`config.mk`:
```
export PLATFORM = sky130hd
export DESIGN_NAME = softmax_argmax
export DESIGN_NICKNAME = d
export VERILOG_FILES = /design/src/rtl/nn_fp_pkg.sv /design/src/rtl/fp_gt.sv /design/src/rtl/softmax_argmax.sv
export SDC_FILE = /design/constraint.sdc
export NUM_CORES = 1
export LEC_CHECK = 0
export ABC_CLOCK_PERIOD_IN_PS = 10900
export CAP_MARGIN = 20
export CORE_MARGIN = 1
export CORE_UTILIZATION = 36
export CTS_CLUSTER_DIAMETER = 100
export DETAILED_ROUTE_END_ITERATION = 10
export PLACE_DENSITY = 0.56
export SYNTH_ARGS = -nofsm -noshare
export SYNTH_HDL_FRONTEND = slang
export SYNTH_SLANG_ARGS = --single-unit
```
`constraint.sdc`:
```
create_clock -name clk -period 10.9 [get_ports clk]
set_input_delay 1.09 -clock clk [delete_from_list [all_inputs] [get_ports clk]]
set_output_delay 1.09 -clock clk [all_outputs]
set_load 0.02 [all_outputs]
```
`src/rtl/nn_fp_pkg.sv`:
```
// Shared FP32 constants, scan FSM encoding and NaN detection for the classifier stages.
package nn_fp_pkg;

    localparam int FP_EXP_W  = 8;
    localparam int FP_MANT_W = 23;
    localparam logic [FP_EXP_W-1:0] FP_EXP_MAX = 8'hFF;

    typedef enum logic [1:0] {
        IDLE = 2'd0,
        SCAN = 2'd1,
        DONE = 2'd2
    } state_e;

    function automatic logic is_nan(input logic [31:0] x);
        return (x[30:23] == FP_EXP_MAX) && (x[22:0] != '0);
    endfunction

endpackage

```
`src/rtl/fp_gt.sv`:
```
// Combinational FP32 strict greater-than (a > b) with NaN never winning and +0 == -0.
module fp_gt
    import nn_fp_pkg::*;
(
    input  logic [31:0] a,
    input  logic [31:0] b,
    output logic        gt
);

    logic        a_nan, b_nan;
    logic [30:0] a_mag, b_mag;

    assign a_nan = is_nan(a);
    assign b_nan = is_nan(b);
    assign a_mag = a[30:0];
    assign b_mag = b[30:0];

    always_comb begin
        gt = 1'b0;
        if (a_nan) begin
            gt = 1'b0;
        end else if (b_nan) begin
            // a NaN incumbent yields to any real value
            gt = 1'b1;
        end else if ((a_mag == '0) && (b_mag == '0)) begin
            gt = 1'b0;
        end else if (a[31] != b[31]) begin
            gt = ~a[31];
        end else if (!a[31]) begin
            gt = a_mag > b_mag;
        end else begin
            gt = a_mag < b_mag;
        end
    end

endmodule

```
`src/rtl/softmax_argmax.sv`:
```
// Captures a softmax probability vector and scans it serially with one comparator
// to report the winning class index, its value and whether any element was NaN.
module softmax_argmax
    import nn_fp_pkg::*;
#(
    parameter int DATA_WIDTH = 32,
    parameter int NUM        = 10,
    parameter int IDX_WIDTH  = 4
) (
    input  logic                      clk,
    input  logic                      reset,
    input  logic                      in_valid,
    input  logic [NUM*DATA_WIDTH-1:0] data_in,
    output logic                      busy,
    output logic                      out_valid,
    output logic [IDX_WIDTH-1:0]      class_idx,
    output logic [DATA_WIDTH-1:0]     max_value,
    output logic                      nan_seen
);

    state_e                             state_q, state_d;
    logic [NUM-1:0][DATA_WIDTH-1:0]     data_q, data_d;
    logic [DATA_WIDTH-1:0]              best_q, best_d;
    logic [IDX_WIDTH-1:0]               best_idx_q, best_idx_d;
    logic [IDX_WIDTH-1:0]               ptr_q, ptr_d;
    logic                               nan_q, nan_d;
    logic                               out_valid_q, out_valid_d;
    logic [IDX_WIDTH-1:0]               class_idx_q, class_idx_d;
    logic [DATA_WIDTH-1:0]              max_value_q, max_value_d;
    logic                               nan_seen_q, nan_seen_d;

    logic [DATA_WIDTH-1:0] cur;
    logic                  cur_gt;

    assign cur = data_q[ptr_q];

    fp_gt u_gt (
        .a  (cur),
        .b  (best_q),
        .gt (cur_gt)
    );

    always_comb begin
        state_d     = state_q;
        data_d      = data_q;
        best_d      = best_q;
        best_idx_d  = best_idx_q;
        ptr_d       = ptr_q;
        nan_d       = nan_q;
        out_valid_d = 1'b0;
        class_idx_d = class_idx_q;
        max_value_d = max_value_q;
        nan_seen_d  = nan_seen_q;
        unique case (state_q)
            IDLE: begin
                if (in_valid) begin
                    data_d     = data_in;
                    best_d     = data_in[DATA_WIDTH-1:0];
                    best_idx_d = '0;
                    ptr_d      = IDX_WIDTH'(1);
                    nan_d      = is_nan(data_in[DATA_WIDTH-1:0]);
                    state_d    = SCAN;
                end
            end
            SCAN: begin
                // strictly greater keeps the lowest index on ties
                if (cur_gt) begin
                    best_d     = cur;
                    best_idx_d = ptr_q;
                end
                nan_d = nan_q | is_nan(cur);
                ptr_d = ptr_q + IDX_WIDTH'(1);
                if (ptr_q == IDX_WIDTH'(NUM-1)) state_d = DONE;
            end
            DONE: begin
                out_valid_d = 1'b1;
                class_idx_d = best_idx_q;
                max_value_d = best_q;
                nan_seen_d  = nan_q;
                state_d     = IDLE;
            end
            default: state_d = IDLE;
        endcase
    end

    always_ff @(posedge clk) begin
        if (reset) begin
            state_q     <= IDLE;
            data_q      <= '0;
            best_q      <= '0;
            best_idx_q  <= '0;
            ptr_q       <= '0;
            nan_q       <= 1'b0;
            out_valid_q <= 1'b0;
            class_idx_q <= '0;
            max_value_q <= '0;
            nan_seen_q  <= 1'b0;
        end else begin
            state_q     <= state_d;
            data_q      <= data_d;
            best_q      <= best_d;
            best_idx_q  <= best_idx_d;
            ptr_q       <= ptr_d;
            nan_q       <= nan_d;
            out_valid_q <= out_valid_d;
            class_idx_q <= class_idx_d;
            max_value_q <= max_value_d;
            nan_seen_q  <= nan_seen_d;
        end
    end

    assign busy      = (state_q != IDLE);
    assign out_valid = out_valid_q;
    assign class_idx = class_idx_q;
    assign max_value = max_value_q;
    assign nan_seen  = nan_seen_q;

endmodule

```
==> results of run 1 <==
[power groups by stage]
| stage | Combinational, mW | Clock, mW | Sequential [mW] |
|---|---|---|---|
| after CTS | 0.697 | 1.47 | 1.64 |
| after global routing | 0.759 | 1.54 | 1.65 |
| after floorplan | 0.425 | 0 | 1.63 |
| final | 0.701 | 1.45 | 1.64 |
| after detailed placement | 0.693 | 0 | 1.67 |
| after global placement | 0.690 | 0 | 1.67 |
[logic make-up (layout without fill, tap and decap cells)]
logic type / after synthesis / count (layout) / synth area share, %
adders and majority gates: 33 / 33 / 2.300
buffers and inverters: 227 / 515 / 5.226
xor gates and xnor gates: 1 / 1 / 0.04879
other: 0 / 1 / 0
DFF: 401 / 401 / 44.71
and+or+nand+nor: 919 / 919 / 20.57
AOI/OAI and AO/OA: 479 / 479 / 15.07
muxes: 157 / 157 / 12.08
[stage by stage]
| stage | instance area, µm² | util (%) | hold slack (ns) | power [mW] |
|---|---|---|---|---|
| after floorplan | 17960 | - | 0.4273 | 2.059 |
| final | 23260 | 47.43 | 0.4516 | 3.791 |
| after CTS | 23230 | 47.37 | 0.4535 | 3.808 |
| after global placement | 21840 | 44.53 | 0.4395 | 2.361 |
| after global routing | 23260 | 47.43 | 0.4650 | 3.945 |
| after detailed placement | 21840 | 44.53 | 0.4454 | 2.366 |
[cells in the final DEF, fill, tap and decap left out, drive strengths merged, types with 6 or more instances in the layout]
cell type	instances
nand2	735
dfxtp	401
a21oi	371
clkdlybuf4s50	360
nor2	86
clkbuf	67
mux2i	58
inv	58
mux2	57
mux4	42
ha	33
nand2b	27
o22ai	24
a211o	21
buf	21
o32a	20
nand4	16
nor3	16
nor4	15
o21ai	13
clkinv	8
a22oi	7
nor2b	6
[final cells by class]
type / count / area, µm²
clock buffers: 67 / 1308
multi-input cells: 1589 / 9010
diodes: 1 / 2.502
well taps: 664 / 830.8
clock inverters: 12 / 85.08
fillers: 4901 / 25790
repair buffers: 381 / 3789
inverters: 55 / 206.4
flip-flops and latches: 401 / 8033
[state kept, by name, indices dropped and copies added, names as in the netlist, 2 cells and up]
signal      flops
best_idx_q      4
best_q         32
class_idx       4
data_q        320
max_value      32
ptr_q           4
state_q         2
[layer usage]
metal | track usage (%) | share of wire, %
met1 | 35.36 | 44
met3 | 4.928 | 6.4
met5 | 0 | 0.025
met2 | 42.80 | 47
met4 | 9.041 | 3.1
[how the worst max path moves through the flow]
stage	startpoint	end	slack, ns	depth (start not counted)
2_1_floorplan	ptr_q[0]	best_q[25]	6.57	18
3_3_place_gp	ptr_q[0]	best_q[13]	5.18	15
3_5_place_dp	ptr_q[0]	best_q[13]	5.14	15
4_1_cts	ptr_q[0]	best_q[13]	5.13	15
5_1_grt	ptr_q[0]	best_q[17]	4.75	15
6_report	ptr_q[0]	best_q[13]	5.14	15
[worst max-delay path, delay by kind of cell, from the launching register on]
family | cells | cell delay [ns]
buf+inv | 2 | 1.23
simple gates | 4 | 1.13
mux | 2 | 0.98
fa+ha+maj | 1 | 0.34
flops | 1 | 0.34
compound gates | 6 | 1.55
==> impl_metrics.json, run 1 <==
{
  "dp_hpwl_um": 50440,
  "gp_congestion": 0.9609,
  "min_path_cells": 2,
  "cp_max_fo": 54,
  "cp.required_ns": 11.36,
  "final-max-slew-violation-count": 0,
  "cts_buffers": 44,
  "synth_ff_type": "dfxtp_1",
  "syn_area_mm2": 0.01796,
  "tns_ns": 0,
  "die_h_um": 225.3,
  "arrival_ns": 6.21,
  "crit_top_cell": "buf_4",
  "pre_cts_slack_ns": 5.144,
  "setup_viol": 0,
  "yosys-top-cells-area": "dfxtp_1 45%, nand2_1 15%, a21oi_1 10%",
  "grt_pass1_vias": 16350,
  "cts_tree": "yes",
  "r2r_start": "ptr_q[0]",
  "reg2reg_depth": 15,
  "max_freq_mhz": 173.7,
  "cellPowerDensity_mw_per_mm2": 163.0,
  "end_kind": "flop",
  "area.growth.synth_to_final_pct": 29.56,
  "irDropWorstVdd_mv": 0.1055,
  "drt-vias-per-instance": 5.271,
  "setup_slack_ns": 5.144,
  "yosysTopAreaCell": "dfxtp_1",
  "yosysMostFrequentCell": "nand2_1",
  "syn_inst": 2217,
  "min_from": "data_q[32]",
  "seq_area_frac_synth_pct": 44.71,
  "drv_cap": 0,
  "fin_crit_ns": 5.756,
  "start_util_pct": 36.61,
  "drt_first_pass_iters": 5,
  "power.switching_mw": 1.086,
  "clk_pin_slew_ns": 0.06,
  "rsz0062_at_grt": "false",
  "layout-drive-gt1-share_pct": 7.465,
  "placementRows": 81,
  "ys_seq_elements": 401,
  "seq_power_share_pct": 43.3,
  "cp_slowest_cell": "buf_4",
  "status": "completed",
  "slowest_delay_ns": 0.74,
  "fin_crit_sh_pct": 52.81,
  "startpoint_type": "flop",
  "dp.cells": 3089,
  "track_usage_pct": 26.49,
  "wirelength_um": 68180,
  "grt_overflow_total": 0,
  "syn-num-nets": 2573,
  "port-buffer-count": 361,
  "clockRootBuffer": "clkbuf_16",
  "grt_max_degree": 157,
  "clock-sinks": 401,
  "fin_skew_ns": 0.02015,
  "worst-setup-path-type": "flop to flop",
  "hold_viol": 0,
  "r2r-end": "best_q[13]",
  "ys_types": 52,
  "drt-initial-drc-count": 1644,
  "hp-class": "flop to flop",
  "combPwrFrac_pct": 18.5,
  "cts_max_level": 2,
  "top_level_ports": 362,
  "ant_nets": 0,
  "r2r_setup_slack_ns": 5.14,
  "synth_area_per_cell_um2": 8.099,
  "internal_power_mw": 2.705,
  "grt_first_pass_wirelength_um": 100800,
  "slew_headroom_pct": 27.01,
  "nets": 2828,
  "clkPwrFrac_pct": 38.2,
  "die_w_um": 225.3,
  "leakage_nw": 8.765,
  "p_sw_share_pct": 28.66,
  "tightest_slew_ns": 1.095,
  "post_cts_resized": 0,
  "synth_edf_count": 0,
  "num_vias": 16710,
  "cts_buffer_depth": 3,
  "holdPathEnd": "data_q[32]",
  "crit_chain": "buf_4, mux4_2, a22oi_1, o21ai_0, ha_1, and4_1, nand2_1, nor4b_1, a21oi_1, o21a_1, and3b_1, o31a_1, o21ai_4, buf_4, mux2_2",
  "cts_hold_buffers": 0,
  "insertion_delay_ns": 0.57,
  "core_area_mm2": 0.04905,
  "antenna_found_initial": 2,
  "routedWlPerCell_um": 21.51,
  "async_flop_share_pct": 0,
  "postCtsSetupRepairBufs": 0,
  "drc": 0,
  "yosys_warnings": 0,
  "dieArea_mm2": 0.05078,
  "layoutNonFillerInstCount": 3170,
  "synth_common_cells": "735 x nand2_1, 401 x dfxtp_1, 371 x a21oi_1",
  "synth_top_area_share_pct": 44.71
}
No activity file was read; power rests on OpenSTA's default activity.
==> run 2: changes to the inputs <==
ABC_CLOCK_PERIOD_IN_PS = 5600   (was 10900)
clock period = 5.6 ns   (was 10.9 ns; I/O delays follow)
==> impl_metrics.json, run 2 (synthesis results as in run 1) <==
{
  "dp_hpwl_um": 50700,
  "startpoint_type": "flop",
  "tightest_slew_ns": 1.120,
  "dieArea_mm2": 0.05078,
  "irDropWorstVdd_mv": 0.1897,
  "insertion_delay_ns": 0.58,
  "power_mw": 7.419,
  "drt-initial-drc-count": 1406,
  "layout_common_cells": "734 x nand2_1, 399 x dfxtp_1, 371 x a21oi_1",
  "clk_pin_slew_ns": 0.06,
  "end_kind": "flop",
  "placementRows": 81,
  "pre_cts_slack_ns": 0.6817,
  "top_level_ports": 362,
  "fill_cells": 4874,
  "grt_overflow_total": 0,
  "min_from": "reset",
  "area.growth.synth_to_final_pct": 30.43,
  "leakage_nw": 8.839,
  "crit_path_start": "ptr_q[1]",
  "ant_nets": 0,
  "utilization_pct": 47.75,
  "diodes": 0,
  "grt_first_pass_wirelength_um": 100200,
  "cp_max_fo": 26,
  "routedWlPerCell_um": 21.33,
  "globalRoute.busiestLayer": "met2",
  "fin_crit_sh_pct": 89.76,
  "cts_tree": "yes",
  "arrival_ns": 5.52,
  "r2r-end": "best_q[12]",
  "internal_power_mw": 5.315,
  "worst-setup-path-type": "flop to flop",
  "multiInputGateArea_mm2": 0.009010,
  "drt-vias-per-instance": 5.240,
  "top_register": "data_q",
  "p_sw_share_pct": 28.36,
  "grt_max_degree": 206,
  "grt_pass1_vias": 16100,
  "clkPwrFrac_pct": 38.4,
  "cp-endpoint": "best_q[12]",
  "grtUsageMet3_pct": 3.742,
  "status": "completed",
  "fin_skew_ns": 0.01937,
  "final-max-slew-violation-count": 0,
  "wirelength_um": 67840,
  "die_h_um": 225.3,
  "hp-class": "primary input to flop",
  "power.switching_mw": 2.104,
  "fin_crit_ns": 5.026,
  "cts_buffers": 44,
  "gp_congestion": 0.9236,
  "cts_buffer_depth": 3,
  "num_vias": 16660,
  "setup_viol": 0,
  "regArea_mm2": 0.008033,
  "clockRootBuffer": "clkbuf_16",
  "drt_first_pass_iters": 5,
  "drc": 0,
  "postCtsSetupRepairBufs": 0,
  "drv_cap": 0,
  "cts_hold_buffers": 0,
  "reg2reg_depth": 15,
  "nets": 2840,
  "slew_headroom_pct": 25.33,
  "seq_power_share_pct": 43.2,
  "r2r_setup_slack_ns": 0.57,
  "post_cts_resized": 0,
  "grt_util_met2_pct": 42.93,
  "cts_max_level": 2,
  "track_usage_pct": 26.35,
  "clock-sinks": 401,
  "layout-drive-gt1-share_pct": 7.671,
  "r2r_start": "ptr_q[1]",
  "tns_ns": 0,
  "hold_viol": 0,
  "max_freq_mhz": 198.9,
  "port-buffer-count": 361,
  "cellPowerDensity_mw_per_mm2": 316.8,
  "die_w_um": 225.3,
  "final_common_cell": "nand2_1",
  "combPwrFrac_pct": 18.4,
  "setup_slack_ns": 0.5735,
  "core_area_mm2": 0.04905,
  "antenna_found_initial": 2,
  "cp.required_ns": 6.09,
  "rsz0062_at_grt": "false",
  "grtUsageMet1_pct": 36.33,
  "start_util_pct": 36.61,
  "largest_reg_flops": 320
}
==> run 2: worst min path at each step <==
stage	end	slack, ns	cells past startpoint
after floorplan	class_idx[0]	0.43	2
after global placement	data_q[224]	0.44	2
after detailed placement	data_q[113]	0.45	2
after CTS	data_q[113]	0.45	2
after global routing	data_q[310]	0.47	2
final	max_value[22]	0.45	2
==> run 2: area by class of cell <==
type	count	area share, %
tap	664	3.547
timing repair buffer	393	16.85
clock inverter	12	0.5930
multi-input combinational	1589	38.47
clock buffer	66	5.358
inverter	55	0.8815
sequential	401	34.30
==> run 2: metrics by stage <==
stage                     instance area (µm²)  cells  hold slack, ns
after detailed placement                22030   3102          0.4455
after global placement                  22030   3102          0.4379
after floorplan                         17960   2217          0.4273
after CTS                               23420   3180          0.4535
final                                   23420   3180          0.4456
after global routing                    23420   3180          0.4665
==> run 2: layer usage <==
layer | share of wire (%) | wire, µm
met1 | 46 | 31010
met2 | 47 | 31570
met3 | 5.6 | 3810
met4 | 2.1 | 1421
met5 | 0.034 | 23
==> run 2: power groups by stage <==
stage | sequential (mW) | clock [mW] | combinational, mW
CTS | 3.21 | 2.89 | 1.36
floorplan | 3.18 | 0 | 0.827
global route | 3.22 | 3.01 | 1.48
finish | 3.21 | 2.85 | 1.36
detailed placement | 3.27 | 0 | 1.35
global placement | 3.27 | 0 | 1.35
==> run 2: critical path, stage by stage (launching register included) <==
cell and delay, ns:
dfxtp_2 0.77, buf_4 0.33, mux4_2 0.52, nor2_1 0.30, o32a_1 0.30, inv_1 0.07
ha_1 0.28, o21ai_0 0.09, a21oi_1 0.09, o31ai_1 0.49, nand2_1 0.11, nor4b_1 0.17
o31a_1 0.34, o21ai_4 0.60, buf_12 0.25, mux2i_1 0.22
==> run 3: changes to the inputs <==
TNS_END_PERCENT = 20   (was default)
==> results of run 3 <==
Same layout as run 2: the final DEF is identical, and so are final timing and power.
